--- config.mk ---
export PLATFORM = sky130hd
export DESIGN_NAME = bcd_calc_core
export DESIGN_NICKNAME = d
export VERILOG_FILES = /design/src/rtl/calc_pkg.sv /design/src/rtl/disp_scan.sv /design/src/rtl/bcd_calc_core.sv
export SDC_FILE = /design/constraint.sdc
export NUM_CORES = 1
export LEC_CHECK = 0
export BUFFER_PORTS_ARGS = -buffer_cell sky130_fd_sc_hd__buf_4
export CAP_MARGIN = 0
export CORE_ASPECT_RATIO = 0.8
export CORE_MARGIN = 8
export CORE_UTILIZATION = 62
export CTS_CLUSTER_SIZE = 40
export DETAILED_ROUTE_END_ITERATION = 8
export HOLD_SLACK_MARGIN = 0.05
export PLACE_DENSITY = 0.81
export SLEW_MARGIN = 20
export SYNTH_ARGS = -nofsm -noshare
export SYNTH_HDL_FRONTEND = slang
export SYNTH_SLANG_ARGS = --single-unit
export TNS_END_PERCENT = 30
--- constraint.sdc ---
create_clock -name clk -period 3.9 [get_ports clk]
set_clock_uncertainty 0.1 [all_clocks]
set_input_delay 0.195 -clock clk [delete_from_list [all_inputs] [get_ports clk]]
set_output_delay 0.195 -clock clk [all_outputs]
set_load 0.05 [all_outputs]
--- src/rtl/calc_pkg.sv ---
// Shared types and 7-segment constants for the BCD calculator core.
package calc_pkg;

  typedef enum logic [2:0] {
    ENTRY_A,
    ENTRY_B,
    CALC,
    NEGATE,
    SHOW
  } calc_state_t;

  typedef logic [3:0] bcd_t;

  // Active-low {g,f,e,d,c,b,a} patterns for digits 0..9.
  localparam logic [0:9][6:0] SEG_TABLE = {
    7'b1000000, 7'b1111001, 7'b0100100, 7'b0110000, 7'b0011001,
    7'b0010010, 7'b0000010, 7'b1111000, 7'b0000000, 7'b0010000
  };

  localparam logic [6:0] SEG_BLANK = 7'b1111111;

  function automatic logic [6:0] bcd_to_seg(input bcd_t d);
    if (d > 4'd9) return SEG_BLANK;
    return SEG_TABLE[d];
  endfunction

endpackage

--- src/rtl/disp_scan.sv ---
// Time-multiplexed scan of a DIGITS-wide BCD value onto one active-low 7-segment bus.
module disp_scan
  import calc_pkg::*;
#(
  parameter int unsigned DIGITS   = 4,
  parameter int unsigned SCAN_DIV = 50000
) (
  input  logic                  clk,
  input  logic                  rst,
  input  logic [DIGITS*4-1:0]   value,
  output logic [6:0]            seg,
  output logic [DIGITS-1:0]     an
);

  localparam int unsigned IW = (DIGITS > 1) ? $clog2(DIGITS) : 1;
  localparam int unsigned CW = (SCAN_DIV > 1) ? $clog2(SCAN_DIV) : 1;

  logic [CW-1:0] cnt;
  logic [IW-1:0] sel;
  logic [IW-1:0] sel_nxt_c;
  logic          wrap_c;

  // Digit advances once the dwell counter expires, wrapping at the MSD.
  always_comb begin
    wrap_c    = (cnt == CW'(SCAN_DIV - 1));
    sel_nxt_c = sel;
    if (wrap_c) sel_nxt_c = (sel == IW'(DIGITS - 1)) ? '0 : sel + 1'b1;
  end

  // Segments follow the selected digit every cycle so value changes show up mid-slot.
  always_ff @(posedge clk or negedge rst) begin
    if (!rst) begin
      cnt <= '0;
      sel <= '0;
      an  <= ~DIGITS'(1);
      seg <= SEG_TABLE[0];
    end else begin
      cnt <= wrap_c ? '0 : cnt + 1'b1;
      sel <= sel_nxt_c;
      an  <= ~(DIGITS'(1) << sel_nxt_c);
      seg <= bcd_to_seg(value[{sel_nxt_c, 2'b00} +: 4]);
    end
  end

endmodule

--- src/rtl/bcd_calc_core.sv ---
// DIGITS-wide BCD add/subtract calculator: keypad entry, digit-serial arithmetic, scanned display.
module bcd_calc_core
  import calc_pkg::*;
#(
  parameter int unsigned DIGITS   = 4,
  parameter int unsigned SCAN_DIV = 50000
) (
  input  logic              clk,
  input  logic              rst,
  input  logic              push,
  input  logic [3:0]        entrada,
  input  logic              guardar,
  input  logic              op_sub,
  input  logic              igual,
  input  logic              borrar,
  output logic [6:0]        seg,
  output logic [DIGITS-1:0] an,
  output logic              busy,
  output logic              ovf,
  output logic              neg
);

  localparam int unsigned W  = DIGITS * 4;
  localparam int unsigned IW = (DIGITS > 1) ? $clog2(DIGITS) : 1;
  localparam int unsigned CW = $clog2(DIGITS + 1);

  calc_state_t   state;
  logic [W-1:0]  entry;
  logic [W-1:0]  a_reg;
  logic [W-1:0]  b_reg;
  logic [W-1:0]  result;
  logic [CW-1:0] count;
  logic [IW-1:0] idx;
  logic          carry;
  logic          sub;

  bcd_t          a_d_c;
  bcd_t          b_d_c;
  bcd_t          r_d_c;
  bcd_t          dig_c;
  logic [4:0]    t_c;
  logic          carry_nxt_c;
  logic          last_c;
  logic          digit_ok_c;
  logic          room_c;
  logic [W-1:0]  disp_c;

  // One BCD digit slice: nine's-complement add in CALC, ten's-complement pass in NEGATE.
  always_comb begin
    a_d_c = a_reg[{idx, 2'b00} +: 4];
    b_d_c = b_reg[{idx, 2'b00} +: 4];
    r_d_c = result[{idx, 2'b00} +: 4];
    if (state == NEGATE) t_c = 5'(4'd9 - r_d_c) + 5'(carry);
    else                 t_c = 5'(a_d_c) + 5'(sub ? 4'(4'd9 - b_d_c) : b_d_c) + 5'(carry);
    carry_nxt_c = (t_c > 5'd9);
    dig_c       = carry_nxt_c ? 4'(t_c - 5'd10) : t_c[3:0];
    last_c      = (idx == IW'(DIGITS - 1));
    digit_ok_c  = (entrada <= 4'd9);
    room_c      = (count < CW'(DIGITS));
    disp_c      = (state == ENTRY_A || state == ENTRY_B) ? entry : result;
  end

  always_ff @(posedge clk or negedge rst) begin
    if (!rst) begin
      state  <= ENTRY_A;
      entry  <= '0;
      a_reg  <= '0;
      b_reg  <= '0;
      result <= '0;
      count  <= '0;
      idx    <= '0;
      carry  <= 1'b0;
      sub    <= 1'b0;
      busy   <= 1'b0;
      ovf    <= 1'b0;
      neg    <= 1'b0;
    end else if (borrar && state != CALC && state != NEGATE) begin
      state  <= ENTRY_A;
      entry  <= '0;
      count  <= '0;
      a_reg  <= '0;
      result <= '0;
      ovf    <= 1'b0;
      neg    <= 1'b0;
    end else begin
      case (state)
        ENTRY_A, ENTRY_B: begin
          if (igual && state == ENTRY_B) begin
            b_reg <= entry;
            idx   <= '0;
            carry <= sub;
            busy  <= 1'b1;
            state <= CALC;
          end else if (guardar && state == ENTRY_A) begin
            a_reg <= entry;
            sub   <= op_sub;
            entry <= '0;
            count <= '0;
            state <= ENTRY_B;
          end else if (push && digit_ok_c && room_c) begin
            entry <= {entry[W-5:0], entrada};
            count <= count + 1'b1;
          end
        end
        CALC: begin
          result[{idx, 2'b00} +: 4] <= dig_c;
          carry <= carry_nxt_c;
          if (!last_c) begin
            idx <= idx + 1'b1;
          end else if (!sub || carry_nxt_c) begin
            if (!sub) ovf <= carry_nxt_c;
            neg   <= 1'b0;
            busy  <= 1'b0;
            state <= SHOW;
          end else begin
            // No end-around carry: A < B, so recomplement the magnitude.
            neg   <= 1'b1;
            idx   <= '0;
            carry <= 1'b1;
            state <= NEGATE;
          end
        end
        NEGATE: begin
          result[{idx, 2'b00} +: 4] <= dig_c;
          carry <= carry_nxt_c;
          if (last_c) begin
            busy  <= 1'b0;
            state <= SHOW;
          end else begin
            idx <= idx + 1'b1;
          end
        end
        SHOW: begin
          if (guardar && !ovf && !neg) begin
            a_reg <= result;
            sub   <= op_sub;
            entry <= '0;
            count <= '0;
            state <= ENTRY_B;
          end else if (push && digit_ok_c) begin
            ovf   <= 1'b0;
            neg   <= 1'b0;
            entry <= W'(entrada);
            count <= CW'(1);
            state <= ENTRY_A;
          end
        end
        default: state <= ENTRY_A;
      endcase
    end
  end

  disp_scan #(
    .DIGITS  (DIGITS),
    .SCAN_DIV(SCAN_DIV)
  ) u_disp_scan (
    .clk  (clk),
    .rst  (rst),
    .value(disp_c),
    .seg  (seg),
    .an   (an)
  );

endmodule

* Yosys cells after proc, flatten, opt, wreduce, memory -nomap -nowiden
Memories as Yosys holds them, arrays and structs flattened.
Index checks and enable logic that the tools add are counted.
** Cells by class
- Add/sub/neg operators :: 11
- Multipliers :: 0
- Divide/modulo/power cells :: 0
- Order comparisons :: 5
- Equality and inequality tests :: 30
- Shift-type cells :: 7
- Muxes and demuxes :: 72
- Bitwise gates (word level) :: 3
- Reductions and logical operators :: 31
** Operator list (count)
- 16-bit 2-to-1 mux :: 14
- 16-bit case mux with 2 select lines :: 2
- 16-bit by 5-bit variable part select with 4-bit output :: 4
- 3-bit 2-to-1 mux :: 14
- 7-bit 2-to-1 mux :: 4
- 3-bit != test (second input constant) :: 9
- 1-bit 2-to-1 mux :: 20
- 16-bit by 1-bit adder with 16-bit output (second input constant) :: 1
- 16-bit bitwise mux :: 1
- 16-bit equality test (second input constant) :: 1
- 2-bit != test (second input constant) :: 8
- 4-bit AND reduction :: 4
- 4-bit by 6-bit variable shift with 16-bit output (first input constant) :: 1
- 4-bit by 6-bit variable part select with 16-bit output :: 1
- 2-bit 2-to-1 mux :: 6
- 4-bit != test (second input constant) :: 3
- 3-bit case mux with 4 select lines :: 1
- 6-bit AND reduction :: 2
- 5-bit by 1-bit adder with 5-bit output :: 2
- 5-bit AND reduction :: 2
- 3-bit by 2-bit != test with 1-bit output (second input constant) :: 3
- 3-bit nonzero test :: 3
- 1-bit logical AND :: 8
- 4-bit 2-to-1 mux :: 2
- 31 further kinds :: 43
** Storage, ports and cells
- Register bits after elaboration :: 106
- Bits in latches :: 0
- RAM bits :: 0
- ROM bits :: 112
- Input bits :: 11
- Output and inout port bits :: 14
- Logic and storage cells :: 176
- Memories kept :: 1
** Memory list
- (no name shown) :: depth 16, width 7, rd ports 1, clocked after Yosys merged registers in 0, wr ports 0, line calc_pkg.sv:24 : return SEG_TABLE[d];

* Logic depth before layout (Yosys ltp)
- Depth in word-level cells :: 12
- Gate-level depth with buffers :: 15
- Gate-level depth less buffers :: 13

* Hierarchy
Synthesis repeated with hierarchy kept, for this count alone.
** Unflattened totals
- Cell total of the unflattened synthesis :: 595
- Area, all modules :: 5894.4 um^2
** By module, submodules not included
- bcd_calc_core :: instances 1, cells an instance 466, area an instance 4370.4 um^2, sequential area each 1926.8 um^2
- disp_scan :: instances 1, cells an instance 129, area an instance 1524.0 um^2, sequential area each 730.7 um^2

* Worst setup path before layout
OpenSTA, ideal clock, no wires.
- Path kind :: flip-flop to flip-flop
- Start :: register idx[0]
- End :: register idx[0]
- Library setup time :: 0.125 ns
- Data arrival time :: 3.331 ns
- Required time :: 3.675 ns
- Setup slack :: 0.344 ns
- Stages on the path, launching flop included :: 15
- Path buffers :: 2
- Period minus slack after synthesis :: 3.556 ns
- Cells stage by stage :: dfrtp_1 > buf_6 > clkbuf_1 > mux4_2 > inv_1 > fa_1 > inv_1 > fa_1 > xor2_1 > nand2b_1 > nor2_1 > a31oi_1 > a31oi_2 > a22oi_2 > mux2_2
** On the way
- Longest elaborated chain between the ends :: 10
- Elaborated cells on any way between the ends :: 20
- Those cells by class :: add/sub: 6; order compare: 1; eq/ne: 3; shift: 3; mux: 5; reduce/logical: 2
** RTL lines
- from (decl) :: line bcd_calc_core.sv:33 : logic [IW-1:0] idx;
- from (signal assigned) :: line bcd_calc_core.sv:109 : idx <= idx + 1'b1;
- from (signal assigned) :: line bcd_calc_core.sv:130 : idx <= idx + 1'b1;
- 16-bit by 5-bit variable part select with 4-bit output :: line bcd_calc_core.sv:51 : b_d_c = b_reg[{idx, 2'b00} +: 4];
- 4-bit subtractor :: line bcd_calc_core.sv:54 : else t_c = 5'(a_d_c) + 5'(sub ? 4'(4'd9 - b_d_c) : b_d_c) + 5'(carry);
- 4-bit 2-to-1 mux :: line bcd_calc_core.sv:54
- 4-bit by 4-bit adder with 5-bit output :: line bcd_calc_core.sv:54
- 5-bit by 1-bit adder with 5-bit output :: line bcd_calc_core.sv:54
- 5-bit 2-to-1 mux :: line bcd_calc_core.sv:53 : if (state == NEGATE) t_c = 5'(4'd9 - r_d_c) + 5'(carry);
- 5-bit by 4-bit > comparator with 1-bit output :: line bcd_calc_core.sv:55 : carry_nxt_c = (t_c > 5'd9);
- 1-bit logical OR :: line bcd_calc_core.sv:110 : end else if (!sub || carry_nxt_c) begin
- 3-bit != test (no line)
- 5-bit AND reduction (no line)
Several ways; a longest one is shown, not always the timed one. The select of a mux whose other input is x is not followed.
A chain may end at the register's enable or synchronous reset.

* Worst setup path after layout
Same ends and word-level chain as after synthesis.

==> impl_metrics.yaml <==
final_layout:
  multi_input_area_mm2: 0.00307
  layout.cells.non_filler: 719
  drive_gt1_frac: 0.175
  antenna_cells: 0
  design_area_mm2: 0.00660
  layout_common_cells: "dfrtp_1, nand2_1, nor2_1"
  area_delta_synth_final_pct: 11.4
  fillCellCount: 690
  final_common_cell: "dfrtp_1"
  final_util: 0.698
  final_nets: 629
  regArea_mm2: 0.00266
power:
  cellPowerDensity_mw_per_mm2: 933
  leakagePower_nw: 3.02
  ir_worst_vdd_mv: 0.640
  finalPower_mw: 6.15
logic_synthesis:
  yosys_most_used_dff: "dfrtp_1"
  synthArstFlopShare: 1.00
  synth_edf_count: 0
  ys_seq_area_frac: 0.449
  syn_nets: 601
  syn-cell-area_mm2: 0.00592
  synth.distinct_cells: 69
  synth-warning-count: 0
  syn_area_per_cell_um2: 10.4
  synthCells: 568
  synth-seq-cells: 106
route:
  drt-initial-drc-count: 360
  routedWlPerCell_um: 19.1
  ant_nets: 0
  vias_per_cell: 6.19
  vias: 4453
  drt-pass1-iter-count: 5
  drc: 0
  drt_wl_total_um: 13700
critical_path:
  setup.worst_path.start_class: "flop"
  cp_max_fo: 7
  arrival_ns: 3.82
  crit_path_end_kind: "flop"
  crit_required_ns: 4.09
  path_class: "reg2reg"
global_route:
  grt_pass1_vias: 4372
  grt_first_pass_wirelength_um: 22900
  grt_use_total: 0.227
  overflow: 0
  antenna_found_initial: 0
  grt_start_max_net_pins: 84
sta:
  final_hold_viol_count: 0
  max_slew_margin: 0.429
  max_freq_mhz: 275
  fin_crit_ns: 3.63
  drv_slew: 0
  worstMarginPinSlew_ns: 0.854
  finalCritPeriodShare: 0.931
  setup_slack_ns: 0.268
  setup_viol: 0
cts:
  cts_max_level: 3
  root_buffer: "clkbuf_16"
  clock_latency_ns: 0.35
  numCtsBuffers: 9
  cts_buffer_depth: 2
  clock-sinks: 106
  clk_pin_slew_ns: 0.07
  cts_setup_buffers: 0
  tritoncts: "built"
placed_design:
  io_buffers: 24
  pre_cts_ws_ns: 0.268
  place_congestion: 0.914
  hpwl_um: 9830
  placed_area_mm2: 0.00623
  place_inst: 698
die:
  io_pins: 25
  die_w_um: 125
  coreArea_mm2: 0.00945
  die_area_mm2: 0.0130
  fp.dieH_um: 103
  start_util: 0.627
  rows: 32
flow_run:
  drv_cap: 0
hold_path:
  hold_path.class: "in2reg"
status:
  outcome: "finished, final reports clean"
## critical path: stages (launching register included)
cell	delay (ns)
dfrtp_1	0.57
mux4_1	0.62
xnor2_1	0.19
fa_1	0.23
inv_1	0.06
fa_1	0.41
xor2_1	0.22
nand2b_1	0.14
nor2_1	0.05
a31oi_1	0.36
a31oi_4	0.20
a22oi_2	0.23
mux2_2	0.19
## what timing repair did
item / 4_1_cts / 5_1_grt
hold endpoints to repair: 87 / 0
endpoints found under the setup margin: 0 / 2
hold buffers: 6 / 0
gates resized for setup: 0 / 1
## cells by family after synthesis
| kind of cell | count (synthesis) | synth area share |
|---|---|---|
| mux | 79 | 0.170 |
| simple gates | 185 | 0.144 |
| xor+xnor | 18 | 0.0266 |
| compound gates | 109 | 0.126 |
| flops | 106 | 0.449 |
| fa+ha+maj | 22 | 0.0490 |
| buf+inv | 49 | 0.0355 |
## routing by layer
metal	vias to the layer above	share of wire	routed length, µm	global-route usage
met1	2206	0.43	5890	0.291
met2	155	0.47	6500	0.371
met4	0	0.017	227	0.0616
met3	17	0.081	1110	0.0661
met5	-	0	0	0
li1	2075	-	-	-
## through the flow
step	hold WS (ns)	setup TNS, ns
floorplan	-0.201	0
detailed placement	0.338	0
global placement	0.333	0
global route	0.225	-0.0959
finish	0.214	0
CTS	0.210	0
## final cells by class
cell class,instances,share of cell area
clock buffers,10,0.0362
well taps,119,0.0226
clock inverters,5,0.00835
repair buffers,42,0.0506
flip-flops and latches,106,0.403
inverters,24,0.0140
multi-input cells,413,0.465
## synthesized netlist by cell type (3+ instances only)
library cell  number  area (µm²)
buf_2              7        35.0
xnor2_1            9        78.8
a22o_1             4        35.0
mux4_2             7         158
nand2b_1           5        31.3
ha_1              20         250
mux4_1             4         105
nand3b_1           3        22.5
xor2_1             9        78.8
a32o_1             4        40.0
dfrtp_1          102        2550
o21ai_0           31         155
nand3_1           11        55.1
nor3b_1            3        22.5
inv_1             22        82.6
nand2_1           76         285
mux2_2            21         236
o21ai_2            4        35.0
a21oi_1           14        70.1
dfstp_2            4         105
a31oi_1            3        18.8
a211oi_1          13        97.6
mux2i_1           42         420
a22oi_1            5        37.5
nor3_1             7        35.0
a2bb2oi_1          3        26.3
o22ai_1            5        31.3
nor2b_1            7        43.8
nor2_1            49         184
clkbuf_1          15        56.3
o21ai_1            6        30.0
## worst paths after layout
check | start | endpoint | slack (ns) | depth (start not counted)
setup / recovery | idx[0]$_DFFE_PN0P_ | idx[0]$_DFFE_PN0P_ | 0.27 | 12
hold / removal | borrar | sub$_DFFE_PN0P_ | 0.21 | 3
setup reg to reg | idx[0]$_DFFE_PN0P_ | idx[0]$_DFFE_PN0P_ | 0.27 | 12
hold reg to reg | u_disp_scan.cnt[0]$_DFF_PN0_ | u_disp_scan.cnt[0]$_DFF_PN0_ | 0.36 | 1
max in group asynchronous | rst | u_disp_scan.seg[6]$_DFF_PN1_ | 2.49 | 3
min in group asynchronous | rst | u_disp_scan.cnt[11]$_DFF_PN0_ | 0.37 | 2
## power breakdown
| part | switching, mW | leakage, nW | internal [mW] |
|---|---|---|---|
| Clock | 0.395 | 0.140 | 0.509 |
| Combinational | 2.07 | 1.48 | 1.35 |
| Sequential | 0.392 | 1.40 | 1.44 |
(Power assumes the default switching activity.)
